`config.mk`:
```
export PLATFORM = sky130hd
export DESIGN_NAME = cond_unit
export DESIGN_NICKNAME = d
export VERILOG_FILES = /design/src/rtl/cond_unit.sv
export SDC_FILE = /design/constraint.sdc
export NUM_CORES = 1
export LEC_CHECK = 0
export BUFFER_PORTS_ARGS = -buffer_cell sky130_fd_sc_hd__buf_2
export CAP_MARGIN = 20
export CORE_MARGIN = 4
export CORE_UTILIZATION = 43
export DETAILED_ROUTE_END_ITERATION = 8
export PLACE_DENSITY_LB_ADDON = 0.1
export SLEW_MARGIN = 20
export SYNTH_ARGS = -nofsm -noshare
export SYNTH_HDL_FRONTEND = slang
export SYNTH_SLANG_ARGS = --single-unit
```
`constraint.sdc`:
```
create_clock -name clk -period 3.1 [get_ports clk]
set_clock_uncertainty 0.15 [all_clocks]
set_input_delay 0.465 -clock clk [delete_from_list [all_inputs] [get_ports clk]]
set_output_delay 0.465 -clock clk [all_outputs]
set_load 0.01 [all_outputs]
```
`src/rtl/cond_unit.sv`:
```
// rtl/cond_unit.sv - NZCV status register, condition evaluation and gated one-entry output stage (option: COND_STATS_EN)
module cond_unit #(
  parameter int CNT_W = 16
) (
  input  logic             clk,
  input  logic             reset,
  input  logic             in_valid,
  output logic             in_ready,
  input  logic [3:0]       cond,
  input  logic [1:0]       flag_write,
  input  logic             C_Flag,
  input  logic             O_Flag,
  input  logic             N_Flag,
  input  logic             Z_Flag,
  input  logic             reg_write_in,
  input  logic             mem_write_in,
  input  logic             pc_src_in,
  output logic             out_valid,
  input  logic             out_ready,
  output logic             reg_write,
  output logic             mem_write,
  output logic             pc_src,
  output logic             cond_ok,
  output logic [3:0]       flags
`ifdef COND_STATS_EN
  ,
  output logic [CNT_W-1:0] squash_count
`endif
);

  logic flag_n, flag_z, flag_c, flag_v;
  logic pass;
  logic accept;

  assign flag_n = flags[3];
  assign flag_z = flags[2];
  assign flag_c = flags[1];
  assign flag_v = flags[0];

  // The output slot can take a new result when empty or when it is draining this cycle.
  assign in_ready = ~out_valid | out_ready;
  assign accept   = in_valid & in_ready;

  // Evaluate the condition against the status register as it stands before this instruction.
  always_comb begin
    pass = 1'b1;
    case (cond)
      4'h0: pass = flag_z;
      4'h1: pass = ~flag_z;
      4'h2: pass = flag_c;
      4'h3: pass = ~flag_c;
      4'h4: pass = flag_n;
      4'h5: pass = ~flag_n;
      4'h6: pass = flag_v;
      4'h7: pass = ~flag_v;
      4'h8: pass = flag_c & ~flag_z;
      4'h9: pass = ~flag_c | flag_z;
      4'hA: pass = (flag_n == flag_v);
      4'hB: pass = (flag_n != flag_v);
      4'hC: pass = ~flag_z & (flag_n == flag_v);
      4'hD: pass = flag_z | (flag_n != flag_v);
      default: pass = 1'b1;  // AL, and the unused code F behaves as AL
    endcase
  end

  // Output stage and status register: capture on accept, hold while stalled, empty on drain.
  always_ff @(posedge clk or posedge reset) begin
    if (reset) begin
      out_valid <= 1'b0;
      reg_write <= 1'b0;
      mem_write <= 1'b0;
      pc_src    <= 1'b0;
      cond_ok   <= 1'b0;
      flags     <= 4'b0000;
    end else if (accept) begin
      out_valid <= 1'b1;
      reg_write <= reg_write_in & pass;
      mem_write <= mem_write_in & pass;
      pc_src    <= pc_src_in & pass;
      cond_ok   <= pass;
      if (pass && flag_write[1]) begin
        flags[3] <= N_Flag;
        flags[2] <= Z_Flag;
      end
      if (pass && flag_write[0]) begin
        flags[1] <= C_Flag;
        flags[0] <= O_Flag;
      end
    end else if (out_ready) begin
      out_valid <= 1'b0;
    end
  end

`ifdef COND_STATS_EN
  // Count accepted instructions whose condition failed, sticking at all-ones.
  always_ff @(posedge clk or posedge reset) begin
    if (reset) begin
      squash_count <= '0;
    end else if (accept && !pass && (squash_count != {CNT_W{1'b1}})) begin
      squash_count <= squash_count + 1'b1;
    end
  end
`else
  // Keeps CNT_W referenced when the counter is not built.
  logic [CNT_W-1:0] unused_cnt_w;
  assign unused_cnt_w = '0;
`endif

endmodule

```
==> flow_metrics.tcl <==
set metrics [dict create \
    status "complete, but fails checks" \
    violations "hold timing" \
    slew_headroom_pct 77.8 \
    start_util_pct 48.0 \
    placementRows 12 \
    seq_area_frac_synth_pct 40.1 \
    power_density_nw_per_um2 686 \
    die_y_um 44.1 \
    multi_input_area_sq_um 329 \
    htree_levels 1 \
    fin_crit_sh_pct 75.0 \
    synth_edf_count 0 \
    die_w_um 44.1 \
    synth_most_common_cell "dfrtp_1" \
    place.gp.congestion 0.873 \
    syn-num-nets 69 \
    rsz0062_at_grt "false" \
    drt_iter0_drc 8 \
    dr.pass1.iters 4 \
    clkTransAtPathRegs_ps 60 \
    route.detailed.drc 0 \
    dp_hpwl_mm 1.05 \
    min_period_ps 2320 \
    async_reset_ff_share_pct 100 \
    rr_startpoint "flags[0]" \
    cts_setup_buffers 0 \
    fin_setup_tns_ps 0 \
    grt_use_met1_pct 19.0 \
    hold_buffers 0 \
    groute.usage.overall_pct 15.0 \
    synth_flop_cell "dfrtp_1" \
    worst_slew_pin_slew_ps 333 \
    ant_nets 0 \
    final-hold-violation-count 9 \
    place_area_sq_um 706 \
    yosysWarnings 0 \
    max-cap-violations 0 \
    clk_latency_ps 260 \
    drive_above_1_share_pct 45.7 \
    p_leak_uw 0.000365 \
    fillers 104 \
    cts_buffer_depth 2 \
    rr_endpoint "flags[2]" \
    synth_area_sq_um 562 \
    post_drt_wl_per_cell_um 13.6 \
    coreArea_sq_um 1170 \
    grt_pass1_wl_mm 2.15 \
    grt_antenna_before_repair 0 \
    clock.fmax_ghz 0.430 \
    timing.hold.ws_ps -6.34 \
    grt_use_met3_pct 6.91 \
    numClockSinks 9 \
    final_cells 95 \
    clockRootBuffer "clkbuf_4" \
    regArea_sq_um 225 \
    routed_via_density 5.22 \
    path_class "reg -> reg" \
    hp-class "in -> async" \
    required_ps 3100 \
    syn_inst 52 \
    syn_area_per_cell_sq_um 10.8 \
    die-area_sq_um 1950 \
    portBuffers 26 \
    fin_area_sq_um 732 \
    antenna_cells 0 \
    critPathArrivalTime_ps 2320 \
    yosys.area.top_type "dfrtp_1" \
    top_usage_layer "met2" \
    rrSetupSlack_ps 780 \
    vias 496 \
    synth_cell_types 23 \
    slew_viol_final 0 \
    synth.area.top_cells "dfrtp_1 (40%), mux2_4 (11%), or4b_4 (4.9%)" \
    gr-total-overflow 0 \
    worst-r2r-cell-count 5 \
    finalSetupViolCount 0 \
    cp-start-kind "register" \
    irDropWorstVdd_v 0.000371 \
    nets 99 \
    cp_max_fo 5 \
    areaGrowthSynthToFinish_pct 30.3 \
    grt_max_degree 10 \
    end_kind "register" \
    finalWirelength_mm 1.29 \
    met2_usage_pct 23.0 \
    num_io_pins 27 \
    grt_pass1_vias 494 \
    post-place-cells 91 \
    yosys.area.top_type_share_pct 40.1 \
    cts_tree "done" \
    cts_resized 0 \
    numCtsBuffers 3 \
    synthTopCellsByCount "dfrtp_1 (9), nand2_1 (5), nand3_1 (5), o21ai_0 (5), mux2_4 (4)" \
    synth-seq-cells 9 \
]
==> sequential cells by signal (all words and copies together), names as in the netlist <==
signal	cells
flags	4
cond_ok	1
mem_write	1
out_valid	1
pc_src	1
reg_write	1
==> worst max path at each step <==
stage / endpoint / slack, ps / from / cells after the start
3_3_place_gp: flags[2] / 620 / cond[1] / 6
4_1_cts: flags[2] / 760 / flags[0] / 5
6_report: flags[2] / 780 / flags[0] / 5
2_1_floorplan: flags[0] / 800 / cond[1] / 5
3_5_place_dp: flags[2] / 600 / cond[1] / 6
5_1_grt: flags[3] / 730 / flags[0] / 5
==> cell families after synthesis <==
logic type / synth area share, %
and+or+nand+nor: 26.9
DFF: 40.1
AOI/OAI and AO/OA: 8.24
muxes: 20.3
xor gates and xnor gates: 3.12
buffers and inverters: 1.34
==> layout make-up <==
| cell class | count | area share [%] |
|---|---|---|
| multi-input combinational | 41 | 45.0 |
| sequential | 9 | 30.8 |
| inverter | 1 | 0.513 |
| timing repair buffer | 26 | 17.8 |
| clock buffer | 4 | 3.59 |
| tap | 14 | 2.39 |
==> per-layer routing <==
layer / share of wire (%) / up-vias
met1: 44 / 228
li1: - / 247
met4: 0.78 / 0
met3: 8.4 / 3
met2: 47 / 18
met5: 0 / -
==> cells in the final DEF (no fill, tap or decap), drive strengths merged, types with 2 or more instances in the layout <==
cell    Yosys  final
nand3       5      5
mux2        5      5
clkbuf      1      4
nand2       5      5
or4b        2      2
nand3b      2      2
nand2b      3      3
buf         0     26
mux2i       2      2
nor2b       2      2
nor2        2      2
o21ai       6      6
dfrtp       9      9
==> power breakdown <==
| part | internal, uW | switching (uW) | total [uW] |
|---|---|---|---|
| logic | 123 | 91.8 | 215 |
| registers | 155 | 42.5 | 197 |
| clock network | 49.6 | 41.0 | 90.6 |
==> stage by stage <==
stage	utilization (%)	power (uW)	setup slack (ps)
after detailed placement	60.3	418	597
after CTS	62.5	511	761
after global routing	62.5	538	727
after floorplan	-	338	797
final	62.5	502	776
after global placement	60.3	413	624
==> critical path: stages, from the launching register on <==
cell	delay (ps)
dfrtp_1	440
mux4_2	480
a22o_1	200
nor2b_4	120
or4b_4	510
mux2_4	310
No activity file was read; power rests on OpenSTA's default activity.
